--- src/rtl/instruction_fetch.sv ---
// Variable-length instruction fetch: drives PC and memory strobes, assembles opcode plus
// 0..2 operand bytes, and presents each instruction to the decoder over valid/ready.
//
// state      | meaning
// OP_ISSUE   | read opcode byte at PC, advance PC, remember opcode address
// OP_CAPTURE | latch opcode, derive operand count, clear operand bytes
// LO_ISSUE   | read low operand byte, advance PC
// LO_CAPTURE | latch low operand byte
// HI_ISSUE   | read high operand byte, advance PC
// HI_CAPTURE | latch high operand byte
// PRESENT    | instruction held on outputs until decoder accepts it
module instruction_fetch #(
  parameter int ADDR_WIDTH = 16,
  parameter int DATA_WIDTH = 8
) (
  input  logic                    clock,
  input  logic                    reset,
  input  logic [ADDR_WIDTH-1:0]   pc_count,
  output logic                    pc_increment,
  output logic                    pc_set,
  output logic [ADDR_WIDTH-1:0]   pc_new_count,
  output logic [ADDR_WIDTH-1:0]   mem_addr,
  output logic                    mem_read,
  input  logic [DATA_WIDTH-1:0]   mem_data,
  input  logic                    jump_req,
  input  logic [ADDR_WIDTH-1:0]   jump_target,
  output logic                    jump_ack,
  output logic                    instr_valid,
  input  logic                    instr_ready,
  output logic [DATA_WIDTH-1:0]   instr_opcode,
  output logic [2*DATA_WIDTH-1:0] instr_operand,
  output logic [1:0]              instr_length,
  output logic [ADDR_WIDTH-1:0]   instr_addr
);

  typedef enum logic [2:0] {
    OP_ISSUE   = 3'd0,
    OP_CAPTURE = 3'd1,
    LO_ISSUE   = 3'd2,
    LO_CAPTURE = 3'd3,
    HI_ISSUE   = 3'd4,
    HI_CAPTURE = 3'd5,
    PRESENT    = 3'd6
  } state_t;

  state_t                  state, state_next;
  logic [DATA_WIDTH-1:0]   opcode_q;
  logic [DATA_WIDTH-1:0]   lo_q;
  logic [DATA_WIDTH-1:0]   hi_q;
  logic [1:0]              length_q;
  logic [ADDR_WIDTH-1:0]   addr_q;
  logic [1:0]              fetched_len;

  // Operand count lives in the two top opcode bits: 00 -> 0, 01 -> 1, 1x -> 2.
  always_comb begin
    fetched_len = 2'd0;
    if (mem_data[DATA_WIDTH-1])
      fetched_len = 2'd2;
    else if (mem_data[DATA_WIDTH-2])
      fetched_len = 2'd1;
  end

  always_ff @(posedge clock) begin
    if (reset) begin
      state    <= OP_ISSUE;
      opcode_q <= '0;
      lo_q     <= '0;
      hi_q     <= '0;
      length_q <= 2'd0;
      addr_q   <= '0;
    end else begin
      state <= state_next;
      if (!jump_req) begin
        case (state)
          OP_ISSUE: addr_q <= pc_count;
          OP_CAPTURE: begin
            opcode_q <= mem_data;
            length_q <= fetched_len;
            lo_q     <= '0;
            hi_q     <= '0;
          end
          LO_CAPTURE: lo_q <= mem_data;
          HI_CAPTURE: hi_q <= mem_data;
          default: ;
        endcase
      end
    end
  end

  // Reset gates every strobe so a synchronous reset wins over a pending jump.
  always_comb begin
    state_next   = state;
    pc_increment = 1'b0;
    pc_set       = 1'b0;
    mem_read     = 1'b0;
    instr_valid  = 1'b0;
    if (!reset) begin
      instr_valid = (state == PRESENT);
      if (jump_req) begin
        pc_set     = 1'b1;
        state_next = OP_ISSUE;
      end else begin
        case (state)
          OP_ISSUE, LO_ISSUE, HI_ISSUE: begin
            mem_read     = 1'b1;
            pc_increment = 1'b1;
            state_next   = state_t'(state + 3'd1);
          end
          OP_CAPTURE:
            state_next = (fetched_len == 2'd0) ? PRESENT : LO_ISSUE;
          LO_CAPTURE:
            state_next = (length_q == 2'd1) ? PRESENT : HI_ISSUE;
          HI_CAPTURE:
            state_next = PRESENT;
          PRESENT:
            if (instr_ready) state_next = OP_ISSUE;
          default:
            state_next = OP_ISSUE;
        endcase
      end
    end
  end

  assign jump_ack      = pc_set;
  assign pc_new_count  = pc_set ? jump_target : '0;
  assign mem_addr      = pc_count;
  assign instr_opcode  = opcode_q;
  assign instr_operand = {hi_q, lo_q};
  assign instr_length  = length_q;
  assign instr_addr    = addr_q;

endmodule

--- config.mk ---
export PLATFORM = sky130hd
export DESIGN_NAME = instruction_fetch
export DESIGN_NICKNAME = d
export VERILOG_FILES = /design/src/rtl/instruction_fetch.sv
export SDC_FILE = /design/constraint.sdc
export NUM_CORES = 1
export LEC_CHECK = 0
export ABC_CLOCK_PERIOD_IN_PS = 3200
export BUFFER_PORTS_ARGS = -buffer_cell sky130_fd_sc_hd__buf_2
export CAP_MARGIN = 20
export CORE_MARGIN = 2
export CORE_UTILIZATION = 40
export DETAILED_ROUTE_END_ITERATION = 8
export GPL_TIMING_DRIVEN = 0
export HOLD_SLACK_MARGIN = 0.03
export PLACE_DENSITY = 0.75
export SLEW_MARGIN = 20
export SYNTH_ARGS = -nofsm -noshare
export SYNTH_HDL_FRONTEND = slang
export SYNTH_SLANG_ARGS = --single-unit
--- constraint.sdc ---
create_clock -name clock -period 3.2 [get_ports clock]
set_input_delay 0.16 -clock clock [delete_from_list [all_inputs] [get_ports clock]]
set_output_delay 0.16 -clock clock [all_outputs]
set_load 0.02 [all_outputs]
==> reports/summary.txt, run 1 <==
status: finished, final reports clean
Clk pin slew, worst setup/hold paths: 0.09 ns
sequential power share: 0.456
area of the multi-input gates: 928.4 µm²
die extent in x: 75.69 µm
RSZ-0062 raised after global routing: false
setup_tns: 0 ns
measured slew at the worst slew-check pin: 0.4782 ns
gr ovfl total: 0
CP delay by family, top: flip-flops
Synth async-reset ratio: 0
flops & latches, synth: 44
Yosys top cell area share: 0.4285
DR WL/cell: 11.54 µm
Final WS setup: 1.346 ns
Initial Util: 0.4077
H-tree Lvls: 2
Synth cell types: 34
port bufs: 121
Post-CTS Setup Inserts: 0
RePlAce Congestion: 0.7919
vias in the first global route: 1760
gr usage total: 0.1856
critical hold path startpoint: pc_count[3]
CP arrival: 1.69 ns
Slew HR: 0.6812
Sw Pwr: 0.3646 mW
clk buf depth: 2
DIE AREA: 5729 µm²
Die Y: 75.69 µm
ant diodes: 0
Final HPWL DP: 4.083 mm
dpl ws: 1.472 ns
Fmax achieved: 0.5395 GHz
WHS Endpoint: instr_addr[3]$_SDFFE_PP0P_
Final Skew: 0.006894 ns
core area: 5042 µm²
row count: 26
hold depth: 3
CTS buffer count: 5
Hold Path Class: in -> reg
largest net degree at the start of global routing: 16
main flop type after synthesis: dfxtp_1
number of antenna violations at the first check in global routing: 0
Syn Area/Cell: 7.937 µm²
# hold bufs at CTS: 0
reg2reg start: state[2]$_SDFFE_PP0P_
Max-cap violations: 0
worst vdd rail ir drop: 0.1955 mV
final net count: 436
Reg2Reg Depth: 7
area leader, netlist: dfxtp_1
total detailed-routing wirelength: 5.287 mm
worst flop-to-flop path endpoint: lo_q[2]$_SDFFE_PP0P_
Reg area: 880.8 µm²
slowest stage delay, CP: 0.40 ns
first-pass GRT wire length: 8.135 mm
Final Hold Violating Endpoints: 0
clk sinks: 44
Leakage: 1.404 nW
min cycle time layout: 1.854 ns
Final Slew Violations: 0
Crit Path Class: reg -> out
Routed Antenna Nets: 0
CP Capture Type: output port
P&R area growth vs syn: 39.32%
Int Power: 0.9074 mW
period utilization: 0.5792
R2R setup slack: 1.42 ns
routed vias: 2093
filler instances: 483
CTS tree: yes
Post-synth EDFFs: 0
drt initial violations: 78
crit-path cells: inv_1 > ha_1 > a21o_1 > and2_1 > buf_4 > buf_2
Net Count, Synth: 308
Critical-path top delay cell: dfxtp_1
Synth Instances: 259
leading post-synthesis cells by cell area: dfxtp_1 43%, nand2_1 12%, a21oi_1 10%
ratio of cells with drive above 1 in the final layout: 0.4253
Clock Latency Late Sink: 0.30 ns
Seq/Total Area, Yosys: 0.4285
Initial DRT Pass Iterations: 4
net switching fraction of the power: 0.2866
worst path bufs/invs: 3
# DRC: 0
mapped cell area: 2056 µm²
Clk network pwr share: 0.341
IO Pins: 123
Avg Vias per Cell: 4.570
power per cell area: 444.1 nW/µm²
Root Driver: clkbuf_8
Worst EP required: 3.04 ns
final setup vio count: 0
Crit Path Max Fanout: 6
CP startpoint kind: flip-flop
Resize count post-CTS: 0
synthesis warning total: 0
Comb power frac: 0.203
-- cell usage after synthesis, drive strengths merged, types with 2 or more instances --
| master | count |
|---|---|
| nand2 | 68 |
| dfxtp | 44 |
| a21oi | 42 |
| buf | 30 |
| and2 | 18 |
| nand3 | 18 |
| ha | 5 |
| nor2 | 5 |
| clkbuf | 4 |
| inv | 4 |
| nor2b | 4 |
| o21ai | 3 |
| o211ai | 2 |
-- through the flow --
| stage | hold slack [ns] | instances | instance area, µm² | util | total power [mW] |
|---|---|---|---|---|---|
| 2_1_floorplan | 0.2321 | 259 | 2056 | - | 0.7577 |
| 3_3_place_gp | 0.4155 | 450 | 2749 | 0.5452 | 0.8480 |
| 3_5_place_dp | 0.4188 | 450 | 2749 | 0.5452 | 0.8524 |
| 4_1_cts | 0.09472 | 458 | 2864 | 0.5680 | 1.287 |
| 5_1_grt | 0.09988 | 458 | 2864 | 0.5680 | 1.337 |
| 6_report | 0.09968 | 458 | 2864 | 0.5680 | 1.272 |
-- area by class of cell --
class | count | share of cell area
inverters | 4 | 0.005242
flip-flops and latches | 44 | 0.3076
well taps | 70 | 0.03058
multi-input cells | 177 | 0.3242
plain buffers | 34 | 0.08082
repair buffers | 121 | 0.2114
clock inverters | 3 | 0.01616
clock buffers | 5 | 0.02403
-- routing by layer --
metal | part of all wire | up-vias | global-route usage
met3 | 0.093 | 6 | 0.06349
met2 | 0.46 | 90 | 0.3082
met5 | 0 | - | 0
li1 | - | 1089 | -
met1 | 0.44 | 908 | 0.2344
met4 | 0.0070 | 0 | 0.04094
-- sequential cells by signal (all words and copies together) (netlist names) --
signal	count
instr_length	1
hi_q	8
instr_addr	16
state	3
lo_q	8
instr_opcode	8
-- cells by family after synthesis --
kind of cell    count (synthesis)  share of synthesized area
flops                          44                     0.4285
buf+inv                        38                     0.1199
fa+ha+maj                       5                    0.03043
simple gates                  118                     0.2751
compound gates                 54                     0.1461
-- tightest hold or removal path: cells and delay by family --
family	cells	cell delay (ns)
buffers and inverters	1	0.10
and+or+nand+nor	1	0.05
AOI/OAI and AO/OA	1	0.05
-- worst max path at each step --
stage               cells past startpoint                   end             startpoint  slack, ns
floorplan                               7  lo_q[0]$_SDFFE_PP0P_  state[2]$_SDFFE_PP0P_       1.75
global placement                        7  lo_q[5]$_SDFFE_PP0P_  state[2]$_SDFFE_PP0P_       1.50
detailed placement                      7  lo_q[2]$_SDFFE_PP0P_  state[2]$_SDFFE_PP0P_       1.47
CTS                                     6          pc_increment  state[0]$_SDFFE_PP0P_       1.34
global route                            6          pc_increment  state[0]$_SDFFE_PP0P_       1.23
finish                                  6          pc_increment  state[0]$_SDFFE_PP0P_       1.35
-- power by group through the flow --
stage	clock (mW)	sequential [mW]	combinational, mW
final	0.434	0.580	0.258
after global routing	0.468	0.583	0.287
after CTS	0.447	0.580	0.260
after detailed placement	0	0.593	0.259
after global placement	0	0.592	0.256
after floorplan	0	0.616	0.142
-- cells in the final DEF (no fill, tap or decap), drive strengths merged, types with 2 or more instances in the layout --
cell	count
a21oi	42
and2	18
buf	151
clkbuf	9
dfxtp	44
ha	5
inv	5
nand2	68
nand3	18
nor2	5
nor2b	4
o211ai	2
o21ai	3
Note: power is estimated with default switching activity, not from simulation.
==> inputs of run 2 (changes only) <==
--- a/config.mk
+++ b/config.mk
@@ -5,7 +5,8 @@
 export SDC_FILE = /design/constraint.sdc
 export NUM_CORES = 1
 export LEC_CHECK = 0
-export ABC_CLOCK_PERIOD_IN_PS = 3200
+export ABC_AREA = 1
+export ABC_CLOCK_PERIOD_IN_PS = 1850
 export BUFFER_PORTS_ARGS = -buffer_cell sky130_fd_sc_hd__buf_2
 export CAP_MARGIN = 20
 export CORE_MARGIN = 2
@@ -13,7 +14,7 @@
 export DETAILED_ROUTE_END_ITERATION = 8
 export GPL_TIMING_DRIVEN = 0
 export HOLD_SLACK_MARGIN = 0.03
-export PLACE_DENSITY = 0.75
+export PLACE_DENSITY = 0.74
 export SLEW_MARGIN = 20
 export SYNTH_ARGS = -nofsm -noshare
 export SYNTH_HDL_FRONTEND = slang
==> constraint.sdc (replaced) <==
create_clock -name clock -period 1.85 [get_ports clock]
set_input_delay 0.0925 -clock clock [delete_from_list [all_inputs] [get_ports clock]]
set_output_delay 0.0925 -clock clock [all_outputs]
set_load 0.02 [all_outputs]
==> reports/summary.txt, run 2 <==
Seq/Total Area, Yosys: 0.4107
R2R setup slack: 0.33 ns
dpl cell area: 2843 µm²
Net Count, Synth: 334
CTS buffer count: 5
area leader, netlist: dfxtp_1
core area: 5140 µm²
commonest non-fill, non-tap cells in the layout: 129 x buf_2, 46 x inv_1, 44 x dfxtp_1
routed vias: 2214
Leakage: 1.572 nW
Root Driver: clkbuf_8
number of antenna violations at the first check in global routing: 0
ant diodes: 0
max reg flops: 16
P&R area growth vs syn: 37.75%
CTS tree: yes
CP Capture Type: output port
gr usage total: 0.1877
Synth Area in Compound Gates: 0.1820
Synth top cells by count: 46 x inv_1, 44 x dfxtp_1, 38 x a21oi_1
first-pass GRT wire length: 9.239 mm
die extent in x: 77.22 µm
Initial Util: 0.4172
final net count: 463
row count: 26
largest net degree at the start of global routing: 15
Crit Path Max Fanout: 4
IO Pins: 123
RSZ-0062 raised after global routing: false
# hold bufs at CTS: 0
worst vdd rail ir drop: 0.3783 mV
Slew HR: 0.6874
post-route cell area: 2954 µm²
gr busiest metal: met2
CP arrival: 1.51 ns
filler instances: 485
DR WL/cell: 11.50 µm
Yosys top cell area share: 0.4107
main flop type after synthesis: dfxtp_1
Clk pin slew, worst setup/hold paths: 0.09 ns
Final Hold Violating Endpoints: 0
met2 usage: 0.3191
min cycle time layout: 1.602 ns
post-synthesis xor/xnor area fraction: 0
setup_tns: 0 ns
Initial DRT Pass Iterations: 5
period utilization: 0.8658
Hold Path Class: in -> reg
Worst EP required: 1.76 ns
met1 usage: 0.2346
commonest non-fill, non-tap cell in the layout: buf_2
most common cell in the netlist: inv_1
Synth async-reset ratio: 0
synthesis warning total: 0
clk sinks: 44
status: finished, final reports clean
leading post-synthesis cells by cell area: dfxtp_1 41%, a21oi_1 8.9%, inv_1 8.1%
# DRC: 0
Fmax achieved: 0.6243 GHz
met3 usage: 0.04824
multiplexer area fraction after synthesis: 0
post-synthesis adder-cell area fraction: 0.02917
Die Y: 77.22 µm
Synth cell types: 22
Fin Hold WS: 0.07144 ns
vias in the first global route: 2075
RePlAce Congestion: 0.8418
total detailed-routing wirelength: 5.578 mm
mapped cell area: 2145 µm²
Post-synth EDFFs: 0
final setup vio count: 0
flops & latches, synth: 44
Clock Latency Late Sink: 0.29 ns
Post-CTS Setup Inserts: 0
Final Skew: 0.006814 ns
clk buf depth: 2
ratio of cells with drive above 1 in the final layout: 0.4434
Crit Path Class: reg -> out
port bufs: 122
Resize count post-CTS: 0
measured slew at the worst slew-check pin: 0.4690 ns
DIE AREA: 5963 µm²
gr ovfl total: 0
power per cell area: 761.9 nW/µm²
Final HPWL DP: 4.359 mm
CP startpoint kind: flip-flop
drt initial violations: 47
largest family of logic cells by synthesized area: simple AND/OR/NAND/NOR gates
Max-cap violations: 0
Synth Instances: 285
Syn Area/Cell: 7.525 µm²
post-synthesis simple-gate area fraction: 0.1937
Avg Vias per Cell: 4.565
Final Slew Violations: 0
H-tree Lvls: 2
Routed Antenna Nets: 0
run 2: cell types whose count changed after synthesis, moves of 3 or more:
| cell | change |
|---|---|
| o21ai_0 | +23 |
| and2_1 | -18 |
| nor2_1 | +26 |
| inv_1 | +43 |
| nand3_1 | -8 |
| nand3_2 | +9 |
| nand2_1 | -36 |
| nor2b_1 | -3 |
| a21oi_1 | -4 |
| a21oi_2 | +8 |
run 2: layout make-up:
class                           count  area, µm²  area share
Sequential cell                    44      880.8      0.2982
Timing Repair Buffer              122      610.6      0.2067
Multi-Input combinational cell    161      868.3      0.2939
Tap cell                           70      87.58     0.02965
Buffer                             31      209.0     0.07073
Clock buffer                        5      68.82     0.02330
Clock inverter                      3      42.54     0.01440
Inverter                           49      186.4     0.06311
run 2: final timing paths:
check	depth (start not counted)	start	end
max reg2reg	8	state[1]$_SDFFE_PP0P_	lo_q[7]$_SDFFE_PP0P_
min	3	mem_data[0]	instr_opcode[0]$_SDFFE_PP0P_
max	6	state[0]$_SDFFE_PP0P_	pc_increment
min reg2reg	2	instr_addr[9]$_SDFFE_PP0P_	instr_addr[9]$_SDFFE_PP0P_
run 2: worst max-delay path, stage by stage (launching register included):
cell and delay, ns:
dfxtp_1 0.34, inv_1 0.11, ha_1 0.19, inv_1 0.07, a21oi_1 0.21, buf_4 0.14
buf_2 0.15
run 2: logic make-up (layout without fill, tap and decap cells):
family / after synthesis / after routing
AND/OR/NAND/NOR: 84 / 84
buffers and inverters: 80 / 210
AO/OA/AOI/OAI: 72 / 72
flip-flops: 44 / 44
adder cells (fa/ha/maj): 5 / 5
run 2: stage by stage:
stage / power [mW] / cells / utilization / setup slack (ns)
after floorplan: 1.360 / 285 / - / 0.4912
final: 2.251 / 485 / 0.5747 / 0.2482
after global routing: 2.368 / 485 / 0.5747 / 0.1384
after global placement: 1.537 / 477 / 0.5531 / 0.3899
after CTS: 2.270 / 485 / 0.5747 / 0.2408
after detailed placement: 1.545 / 477 / 0.5531 / 0.3422
run 2: metal layers:
layer / part of all wire / wire (µm) / vias to the layer above
met1: 0.44 / 2459 / 970
met3: 0.085 / 473 / 12
met5: 0 / 0 / -
li1: - / - / 1130
met2: 0.46 / 2573 / 102
met4: 0.013 / 72 / 0
run 2: where the power goes:
group | switching (mW) | internal [mW]
Combinational | 0.309 | 0.184
Sequential | 0.0265 | 1.00
Clock | 0.330 | 0.400
Total | 0.666 | 1.58
